--- src/rtl/magic_nor_if.sv ---
// Host-side bus of the MAGIC NOR engine: program port, input stream and result stream.
// With MAGIC_SWITCH_CNT_EN defined, the bus also carries the switch counter.
interface magic_nor_if #(
    parameter int unsigned NUM_IN    = 4,
    parameter int unsigned MAX_GATES = 32,
    parameter int unsigned NUM_OUT   = 1
);
    localparam int unsigned CELL_W = $clog2(NUM_IN + MAX_GATES);
    localparam int unsigned GC_W   = $clog2(MAX_GATES + 1);
    localparam int unsigned PA_W   = $clog2(MAX_GATES + NUM_OUT);

    logic                  prog_we;
    logic [PA_W-1:0]       prog_addr;
    logic [2*CELL_W-1:0]   prog_data;
    logic [GC_W-1:0]       gate_count;
    logic                  in_valid;
    logic                  in_ready;
    logic [NUM_IN-1:0]     in_data;
    logic                  out_valid;
    logic                  out_ready;
    logic [NUM_OUT-1:0]    out_data;
    logic                  err;
`ifdef MAGIC_SWITCH_CNT_EN
    logic [15:0]           sw_cnt;

    modport master (
        output prog_we, prog_addr, prog_data, gate_count, in_valid, in_data, out_ready,
        input  in_ready, out_valid, out_data, err, sw_cnt
    );
    modport slave (
        input  prog_we, prog_addr, prog_data, gate_count, in_valid, in_data, out_ready,
        output in_ready, out_valid, out_data, err, sw_cnt
    );
`else
    modport master (
        output prog_we, prog_addr, prog_data, gate_count, in_valid, in_data, out_ready,
        input  in_ready, out_valid, out_data, err
    );
    modport slave (
        input  prog_we, prog_addr, prog_data, gate_count, in_valid, in_data, out_ready,
        output in_ready, out_valid, out_data, err
    );
`endif
endinterface

--- src/rtl/magic_nor_engine.sv ---
// Serial NOR-netlist evaluator: one programmable 2-input NOR per cycle into a fresh cell.
// Optional MAGIC_SWITCH_CNT_EN adds a saturating count of gates that evaluated to 0.
module magic_nor_engine #(
    parameter int unsigned NUM_IN    = 4,
    parameter int unsigned MAX_GATES = 32,
    parameter int unsigned NUM_OUT   = 1
) (
    input logic        clk,
    input logic        rst_n,
    magic_nor_if.slave bus
);
    localparam int unsigned NCELL  = NUM_IN + MAX_GATES;
    localparam int unsigned CELL_W = $clog2(NCELL);
    localparam int unsigned GC_W   = $clog2(MAX_GATES + 1);
    localparam int unsigned GI_W   = (MAX_GATES > 1) ? $clog2(MAX_GATES) : 1;
    localparam int unsigned OI_W   = (NUM_OUT > 1) ? $clog2(NUM_OUT) : 1;

    localparam logic [1:0] S_IDLE = 2'd0;
    localparam logic [1:0] S_EXEC = 2'd1;
    localparam logic [1:0] S_DONE = 2'd2;

    logic [1:0]          state_q, state_d;
    logic [NCELL-1:0]    cells_q, cells_d;
    logic [GC_W-1:0]     g_q, g_d;
    logic [GC_W-1:0]     cnt_q, cnt_d;
    logic                err_q, err_d;
    logic                ov_q, ov_d;
    logic [NUM_OUT-1:0]  od_q, od_d;
`ifdef MAGIC_SWITCH_CNT_EN
    logic [15:0]         sw_q, sw_d;
`endif

    logic [2*CELL_W-1:0] gate_mem [MAX_GATES];
    logic [CELL_W-1:0]   out_map  [NUM_OUT];

    logic [CELL_W-1:0]   src_a, src_b, lim;
    logic                val_a, val_b, nor_r, load_out;

    // Program memories are intentionally not reset; they survive rst_n.
    always_ff @(posedge clk) begin
        if (state_q == S_IDLE && bus.prog_we) begin
            if (32'(bus.prog_addr) < MAX_GATES)
                gate_mem[GI_W'(bus.prog_addr)] <= bus.prog_data;
            else if (32'(bus.prog_addr) - MAX_GATES < NUM_OUT)
                out_map[OI_W'(32'(bus.prog_addr) - MAX_GATES)] <= bus.prog_data[CELL_W-1:0];
        end
    end

    always_ff @(posedge clk or negedge rst_n) begin
        if (!rst_n) begin
            state_q <= S_IDLE;
            cells_q <= '0;
            g_q     <= '0;
            cnt_q   <= '0;
            err_q   <= 1'b0;
            ov_q    <= 1'b0;
            od_q    <= '0;
`ifdef MAGIC_SWITCH_CNT_EN
            sw_q    <= '0;
`endif
        end else begin
            state_q <= state_d;
            cells_q <= cells_d;
            g_q     <= g_d;
            cnt_q   <= cnt_d;
            err_q   <= err_d;
            ov_q    <= ov_d;
            od_q    <= od_d;
`ifdef MAGIC_SWITCH_CNT_EN
            sw_q    <= sw_d;
`endif
        end
    end

    always_comb begin
        state_d  = state_q;
        cells_d  = cells_q;
        g_d      = g_q;
        cnt_d    = cnt_q;
        err_d    = err_q;
        ov_d     = ov_q;
        od_d     = od_q;
`ifdef MAGIC_SWITCH_CNT_EN
        sw_d     = sw_q;
`endif
        load_out = 1'b0;
        src_a    = gate_mem[GI_W'(g_q)][2*CELL_W-1:CELL_W];
        src_b    = gate_mem[GI_W'(g_q)][CELL_W-1:0];
        lim      = CELL_W'(NUM_IN) + CELL_W'(g_q);
        val_a    = 1'b0;
        val_b    = 1'b0;
        nor_r    = 1'b0;

        case (state_q)
            S_IDLE: begin
                if (!bus.prog_we && bus.in_valid) begin
                    cells_d[NUM_IN-1:0] = bus.in_data;
                    cnt_d = (bus.gate_count > GC_W'(MAX_GATES)) ? GC_W'(MAX_GATES) : bus.gate_count;
                    err_d = 1'b0;
                    g_d   = '0;
`ifdef MAGIC_SWITCH_CNT_EN
                    sw_d  = '0;
`endif
                    if (cnt_d == '0) begin
                        state_d  = S_DONE;
                        ov_d     = 1'b1;
                        load_out = 1'b1;
                    end else begin
                        state_d  = S_EXEC;
                    end
                end
            end
            S_EXEC: begin
                // Sources not yet computed (or past the cell array) read as 0 and flag err.
                if (src_a < lim) val_a = cells_q[src_a];
                else             err_d = 1'b1;
                if (src_b < lim) val_b = cells_q[src_b];
                else             err_d = 1'b1;
                nor_r        = ~(val_a | val_b);
                cells_d[lim] = nor_r;
`ifdef MAGIC_SWITCH_CNT_EN
                if (!nor_r && sw_q != 16'hFFFF) sw_d = sw_q + 16'd1;
`endif
                g_d = g_q + GC_W'(1);
                if (g_q == cnt_q - GC_W'(1)) begin
                    state_d  = S_DONE;
                    ov_d     = 1'b1;
                    load_out = 1'b1;
                end
            end
            S_DONE: begin
                if (bus.out_ready) begin
                    state_d = S_IDLE;
                    ov_d    = 1'b0;
                end
            end
            default: state_d = S_IDLE;
        endcase

        // Result is taken from the post-update cells so the final gate is visible.
        if (load_out) begin
            for (int j = 0; j < NUM_OUT; j++)
                od_d[j] = (32'(out_map[j]) < NCELL) ? cells_d[out_map[j]] : 1'b0;
        end
    end

    assign bus.in_ready  = (state_q == S_IDLE) && !bus.prog_we;
    assign bus.out_valid = ov_q;
    assign bus.out_data  = od_q;
    assign bus.err       = err_q;
`ifdef MAGIC_SWITCH_CNT_EN
    assign bus.sw_cnt    = sw_q;
`endif

endmodule

--- src/flat_wrapper.sv ---
// flat-port wrapper written by rule: the top's interface ports become plain ports
module magic_nor_engine_flat 
#(
    parameter int unsigned NUM_IN    = 4,
    parameter int unsigned MAX_GATES = 32,
    parameter int unsigned NUM_OUT   = 1
)
  (clk, rst_n, bus_prog_we, bus_prog_addr, bus_prog_data, bus_gate_count, bus_in_valid, bus_in_data, bus_out_ready, bus_in_ready, bus_out_valid, bus_out_data, bus_err);
  magic_nor_if #(.NUM_IN(NUM_IN), .MAX_GATES(MAX_GATES), .NUM_OUT(NUM_OUT)) bus_i ();
  input logic clk;
  input logic rst_n;
  input wire logic [$bits(bus_i.prog_we)-1:0] bus_prog_we;
  input wire logic [$bits(bus_i.prog_addr)-1:0] bus_prog_addr;
  input wire logic [$bits(bus_i.prog_data)-1:0] bus_prog_data;
  input wire logic [$bits(bus_i.gate_count)-1:0] bus_gate_count;
  input wire logic [$bits(bus_i.in_valid)-1:0] bus_in_valid;
  input wire logic [$bits(bus_i.in_data)-1:0] bus_in_data;
  input wire logic [$bits(bus_i.out_ready)-1:0] bus_out_ready;
  output wire logic [$bits(bus_i.in_ready)-1:0] bus_in_ready;
  output wire logic [$bits(bus_i.out_valid)-1:0] bus_out_valid;
  output wire logic [$bits(bus_i.out_data)-1:0] bus_out_data;
  output wire logic [$bits(bus_i.err)-1:0] bus_err;
  assign bus_i.prog_we = bus_prog_we;
  assign bus_i.prog_addr = bus_prog_addr;
  assign bus_i.prog_data = bus_prog_data;
  assign bus_i.gate_count = bus_gate_count;
  assign bus_i.in_valid = bus_in_valid;
  assign bus_i.in_data = bus_in_data;
  assign bus_i.out_ready = bus_out_ready;
  assign bus_in_ready = bus_i.in_ready;
  assign bus_out_valid = bus_i.out_valid;
  assign bus_out_data = bus_i.out_data;
  assign bus_err = bus_i.err;
  magic_nor_engine #(.NUM_IN(NUM_IN), .MAX_GATES(MAX_GATES), .NUM_OUT(NUM_OUT)) u_core (.clk(clk), .rst_n(rst_n), .bus(bus_i));
endmodule
--- config.mk ---
export PLATFORM = sky130hd
export DESIGN_NAME = magic_nor_engine_flat
export DESIGN_NICKNAME = d
export VERILOG_FILES = /design/src/rtl/magic_nor_if.sv /design/src/rtl/magic_nor_engine.sv /design/src/flat_wrapper.sv
export SDC_FILE = /design/constraint.sdc
export NUM_CORES = 1
export LEC_CHECK = 0
export BUFFER_PORTS_ARGS = -buffer_cell sky130_fd_sc_hd__buf_2
export CAP_MARGIN = 20
export CORE_ASPECT_RATIO = 2
export CORE_MARGIN = 2
export CORE_UTILIZATION = 45
export DETAILED_ROUTE_END_ITERATION = 16
export MAX_ROUTING_LAYER = met4
export PLACE_DENSITY = 0.68
export SETUP_SLACK_MARGIN = 0.1
export SKIP_LAST_GASP = 1
export SYNTH_ARGS = -nofsm -noshare
export SYNTH_HDL_FRONTEND = slang
export SYNTH_SLANG_ARGS = --single-unit
--- constraint.sdc ---
create_clock -name clk -period 7.75 [get_ports clk]
set_input_delay 0.775 -clock clk [delete_from_list [all_inputs] [get_ports clk]]
set_output_delay 0.775 -clock clk [all_outputs]
set_load 0.005 [all_outputs]
# ---- Word level (Yosys, flattened, before mapping)
# Memory sizes are Yosys's and may differ from the RTL's.
# Cells that the tools add are included.
dict set report totals {
  memories 2
  ff_bits 53
  inputBits 33
  out_inout_bits 4
  ramBits 390
}
# name words word_bits rd rd_ports_with_merged_regs write_ports line
set memory_table {}
lappend memory_table {u_core.gate_mem 32 12 1 0 1 magic_nor_engine.sv:33} ;# logic [2*CELL_W-1:0] gate_mem [MAX_GATES];
lappend memory_table {u_core.out_map 1 6 1 0 1 magic_nor_engine.sv:34} ;# logic [CELL_W-1:0] out_map [NUM_OUT];
dict set report classes {
  add_sub_neg 4
  muxes 45
  n_bitwise 2
  eq_ne 8
  reduce_logical 14
  magnitude_cmp 11
}
# op n
set op_table {}
lappend op_table {{$bwmux 36} 1}
lappend op_table {{$lt 32x1->1 const B} 1}
lappend op_table {{$mux 32} 1}
lappend op_table {{$lt 6x7->1 const B} 4}
lappend op_table {{$mux 1} 26}
lappend op_table {{$bmux 1 s6} 3}
lappend op_table {{$lt 6x6->1} 2}
lappend op_table {{$lt 6x6->1 const B} 2}
lappend op_table {{$mux 6} 2}
lappend op_table {{$pmux 6 s2} 1}
lappend op_table {{$mux 2} 4}
lappend op_table {{$pmux 4 s2} 1}
lappend op_table {{$sub 6x6->7 const B} 1}
lappend op_table {{$add 3x6->6 const A} 1}
lappend op_table {{$add 6x1->6 const B} 1}
lappend op_table {{$demux 1 s6} 1}
lappend op_table {{$eq 6x6->1} 1}
lappend op_table {{$ge 6x1->1 const B} 1}
lappend op_table {{$gt 6x6->1 const B} 1}
lappend op_table {{$logic_not 6->1} 1}
lappend op_table {{$ne 2x2->1 const B} 3}
lappend op_table {{$pmux 2 s3} 1}
lappend op_table {{$reduce_and 3->1} 2}
lappend op_table {{$sub 6x1->6 const B} 1}
lappend op_table {{other kinds (16)} 21}

# ---- Depth between registers and ports, before layout
# An unclocked memory read counts as a cell.
dict set report depth {
  depth_word 12
  depth_mapped 28
  ltp_nobuf 20
}

# ---- Least setup slack after synthesis
# OpenSTA, ideal clock, no wires.
dict set report synth_path {
  path_kind {register to register}
  startpoint {register u_core.g_q[2]}
  endpoint {register u_core.od_q, in the netlist u_core.bus.out_data}
  arrival_time_ns 5.023
  path_stages_with_launch 24
  setup_ns 0.130
  path_slack_ns 2.597
  cell_sequence {dfrtp_1 -> buf_6 -> buf_4 -> buf_2 -> buf_2 -> mux2_2 -> a221o_1 -> a221oi_1 -> a211oi_1 -> a31oi_1 -> inv_1 -> ha_1 -> a2111oi_0 -> nand3b_1 -> o21ai_0 -> nand4_1 -> nand2_1 -> nor3_4 -> nand2_4 -> buf_6 -> nor2_1 -> a211o_1 -> o41ai_1 -> o31ai_1}
}
dict set report synth_between {
  elab_chain_cells 12
  elab_cells_between_ends 28
  classes_between {add/sub (1); order compare (4); eq/ne (1); mux (18); bitwise (2); reduce/logical (1); memory (1)}
}
# item line
set synth_rtl {}
lappend synth_rtl {{from (decl)} magic_nor_engine.sv:24} ;# logic [GC_W-1:0] g_q, g_d;
lappend synth_rtl {{from (signal assigned)} magic_nor_engine.sv:64} ;# g_q <= g_d;
lappend synth_rtl {{$mem_v2 32x12} -}
lappend synth_rtl {{$bmux 1 s6 (on tied branches)} {magic_nor_engine.sv:115, magic_nor_engine.sv:117}}
lappend synth_rtl {{$mux 1 (on tied branches) (2 in a row)} {magic_nor_engine.sv:115, magic_nor_engine.sv:117}}
lappend synth_rtl {{$mux 1} magic_nor_engine.sv:94} ;# case (state_q)
lappend synth_rtl {{$or 1x1->1} magic_nor_engine.sv:119} ;# nor_r = ~(val_a | val_b);
lappend synth_rtl {{$not 1->1} magic_nor_engine.sv:119}
lappend synth_rtl {{$bwmux 36} magic_nor_engine.sv:120} ;# cells_d[lim] = nor_r;
lappend synth_rtl {{$pmux 4 s2 or $mux 32 (tied branches)} magic_nor_engine.sv:94}
lappend synth_rtl {{$bmux 1 s6} magic_nor_engine.sv:143} ;# od_d[j] = (32'(out_map[j]) < NCELL) ? cells_d[out_map[j]] : 1'b0;
lappend synth_rtl {{$mux 1 (not written as such)} magic_nor_engine.sv:143}
lappend synth_rtl {{$mux 1} magic_nor_engine.sv:143}
lappend synth_rtl {{to (signal assigned)} magic_nor_engine.sv:57} ;# od_q <= '0;
lappend synth_rtl {{to (signal assigned)} magic_nor_engine.sv:68} ;# od_q <= od_d;
lappend synth_rtl {{to (decl)} magic_nor_engine.sv:28} ;# logic [NUM_OUT-1:0] od_q, od_d;
# Several ways; a longest one is shown, not always the timed one. The select of a mux whose other input is x is not followed.
# A chain may end at the register's enable or synchronous reset.

# ---- Worst setup path after layout
dict set report layout_path {
  startpoint {register u_core.g_q[2]}
  endpoint {register u_core.od_q, in the netlist u_core.bus.out_data}
}
dict set report layout_between {
  elab_chain_cells 12
  elab_cells_between_ends 28
  classes_between {add/sub (1); order compare (4); eq/ne (1); mux (18); bitwise (2); reduce/logical (1); memory (1)}
}
# item line
set layout_rtl {}
lappend layout_rtl {{$mem_v2 32x12} -}
lappend layout_rtl {{$bmux 1 s6 (on tied branches)} {magic_nor_engine.sv:115, magic_nor_engine.sv:117}}
lappend layout_rtl {{$mux 1 (on tied branches) (2 in a row)} {magic_nor_engine.sv:115, magic_nor_engine.sv:117}}
lappend layout_rtl {{$mux 1} magic_nor_engine.sv:94}
lappend layout_rtl {{$or 1x1->1} magic_nor_engine.sv:119}
lappend layout_rtl {{$not 1->1} magic_nor_engine.sv:119}
lappend layout_rtl {{$bwmux 36 (*)} magic_nor_engine.sv:120}
lappend layout_rtl {{$mux 32 (*)} magic_nor_engine.sv:94}
lappend layout_rtl {{net u_core.cells_d[35]} magic_nor_engine.sv:23} ;# logic [NCELL-1:0] cells_q, cells_d;
lappend layout_rtl {{$bmux 1 s6 (*)} magic_nor_engine.sv:143}
lappend layout_rtl {{$mux 1 (not written as such) (*)} magic_nor_engine.sv:143}
lappend layout_rtl {{$mux 1 (*)} magic_nor_engine.sv:143}
# The timed path passes the listed nets; every way through them passes the cells marked *. The select of a mux whose other input is x is not followed.

==> impl_metrics.toml <==
[timing]
hold_viol_final = 0
clock_skew_ns = 0.0223
fin_crit_ns = 6.56
fin_crit_sh_pct = 84.7
rsz0062_at_grt = "no"
slew_viol_final = 0
tns_ns = 0
max_freq_ghz = 0.152
relSlewSlack_pct = 22.6
final-setup-viol-count = 0
worst_pin_slew_ns = 1.15

[synthesis]
synth_edf_count = 390
synthTopCellsByArea = "edfxtp_1 (59%), dfrtp_1 (6.7%), mux2_2 (3.4%), mux4_2 (2.7%), mux2i_1 (2.4%)"
yosysTopAreaCellShare_pct = 59.1
synth_nets = 1435
synth_largest_area_cell = "edfxtp_1"
yosysMostFrequentCell = "edfxtp_1"
yosysSeqAreaShare_pct = 65.8
synth_seq_cells = 443
async_flop_share_pct = 12.0
synth_area_per_cell_um2 = 14.3
synth_cell_type_count = 83
yosys_warnings = 0
netlist_area_um2 = 19800
synth_common_cells = "edfxtp_1 (390), nor2_1 (86), o21ai_0 (80)"
syn-instance-count = 1389
ys.flop_type = "edfxtp_1"

[global_routing]
track_usage_pct = 30.4
overflow = 0
grt_pass1_vias = 13500
grt_antenna_before_repair = 2
grt_max_degree = 54
grt_pass1_wl_mm = 96.6

[pwr]
leakagePower_nw = 7.42
peakVddDrop_uv = 213
power_density_nw_per_um2 = 403
fin_total_pwr_mw = 8.89

[routing]
drcViolationCount = 0
vias_per_cell = 6.65
wl_met2_mm = 34.7
highest_layer = "met4"
m1WireLength_mm = 21.0
ant_nets = 0
drt-total-wl_mm = 68.2
firstDrtPassIters = 6
dr_wl_met3_mm = 4.54
num_vias = 13500
avgRoutedWirePerCell_um = 33.6
drtIter0Drc = 1284

[cts]
h-tree-depth = 2
clock_latency_ns = 0.57
tritoncts = "built"
clkTransAtPathRegs_ns = 0.08
cts.sinks = 443
cts_root_buf = "clkbuf_16"
cts_buffers = 39
cts_buffer_depth = 3
cts_setup_buffers = 0
hold_buffers = 0
postCtsResizedCells = 0

[floorplan]
initial_core_util_pct = 45.7
core_area_um2 = 43400
rows = 108
io_pins = 37
die_area_um2 = 45800
die_x_um = 152
die_h_um = 301

[worst_setup_path]
crit_path_start_kind = "flip-flop"
arrival_ns = 7.00
cpMaxStageDelayCell = "dfrtp_4"
cp_cell_sequence = "buf_12 > buf_4 > mux2_2 > a221o_1 > a221oi_1 > a211oi_1 > a31oi_1 > inv_1 > ha_1 > a2111oi_0 > nand3b_1 > o21ai_0 > o2111ai_4 > nand2_4 > o31ai_1 > mux4_2 > a22oi_1 > o31ai_1"
cp_data_required_time_ns = 8.19
path_common_cell = "o31ai_1"
critPathMaxStageDelay_ns = 0.75
crit_fanout = 52
cp-end-kind = "flip-flop"
criticalPathCategory = "reg -> reg"
r2r_setup_slack_ns = 1.19
rr_worst_depth = 18

[placed_design]
portBuffers = 36
place.gp.congestion = 1.03
place_hpwl_mm = 49.0

[layout]
area_delta_synth_final_pct = 11.4
nNetsFinal = 1504
drive_gt1_share_pct = 18.7
fillers = 3596
antenna_cells = 0

[run_status]
status = "finished clean"

[flow_run]
maxCapViolCount = 0

[worst_hold_path]
hp-class = "in -> async"
where the power goes:
part	internal (mW)	switching, mW	total, mW
logic	1.32	2.65	3.97
registers	2.72	0.272	3.00
clock network	1.06	0.866	1.93
total	5.10	3.79	8.89
cells in the final DEF, fill, tap and decap left out, types with 10 or more instances in the layout:
cell type and instances:
buf_4 74, nor2_1 86, a22oi_1 23, o21ai_0 80, a211oi_1 10, nand2b_1 21
a221o_1 10, and3_1 11, nor2b_1 14, nand3_1 43, edfxtp_1 390, nand3b_1 11
mux4_2 24, o31ai_1 22, mux2i_1 47, mux2_2 59, nand2_1 77, a21oi_1 35
nor3_1 19, a31oi_1 11, buf_2 36, inv_1 18, dfrtp_1 50, a22o_1 10
a221oi_1 46, ha_1 13, clkbuf_16 40
stage by stage:
stage / cells / area, µm² / util, % / hold WS [ns] / setup slack, ns
2_1_floorplan: 1389 / 19800 / - / 0.467 / 2.60
3_3_place_gp: 1966 / 20800 / 48.0 / 0.484 / 1.27
3_5_place_dp: 1967 / 20800 / 48.0 / 0.496 / 1.33
4_1_cts: 2033 / 22100 / 50.9 / 0.382 / 1.30
5_1_grt: 2033 / 22100 / 50.9 / 0.409 / 0.860
6_report: 2033 / 22100 / 50.9 / 0.341 / 1.19
sequential cells by signal (all words and copies together) (netlist names):
| name | flops |
|---|---|
| u_core.bus.err | 1 |
| u_core.bus.out_data | 1 |
| u_core.bus.out_valid | 1 |
| u_core.cells_q | 36 |
| u_core.cnt_q | 6 |
| u_core.g_q | 6 |
| u_core.gate_mem | 384 |
| u_core.out_map | 6 |
| u_core.state_q | 2 |
kinds of logic after synthesis:
| group | synth area share [%] |
|---|---|
| DFF | 65.8 |
| AOI/OAI and AO/OA | 13.3 |
| and+or+nand+nor | 8.24 |
| muxes | 8.63 |
| buffers and inverters | 2.75 |
| adders and majority gates | 0.821 |
| xor gates and xnor gates | 0.442 |
critical path, delay by kind of cell (launching register included):
| kind | cells | cell delay, ns |
|---|---|---|
| DFF | 1 | 0.75 |
| adders and majority gates | 1 | 0.32 |
| muxes | 2 | 0.96 |
| buffers and inverters | 3 | 0.80 |
| and+or+nand+nor | 2 | 0.50 |
| AOI/OAI and AO/OA | 10 | 3.02 |
cell type report:
type,count,area [µm²],area share (%)
Sequential cell,443,13000,59.1
Multi-Input combinational cell,837,6230,28.2
Clock buffer,48,1040,4.72
Timing Repair Buffer,112,759,3.44
Tap cell,550,688,3.12
Clock inverter,18,201,0.913
Inverter,25,93.8,0.425
routing by layer:
metal	track usage (%)	vias up
li1	-	5685
met1	30.0	6644
met2	52.2	861
met3	3.57	321
met4	27.7	0
met5	-	-
path summary, 6_finish.rpt:
path | start | end
max in group asynchronous | rst_n | u_core.g_q[0]
hold / removal | rst_n | u_core.cells_q[23]
setup / recovery | u_core.g_q[2] | u_core.bus.out_data
min in group clk | bus_out_ready | u_core.state_q[1]
hold reg to reg | u_core.cnt_q[5] | u_core.cnt_q[5]
setup reg to reg | u_core.g_q[2] | u_core.bus.out_data
No activity file was read; power rests on OpenSTA's default activity.
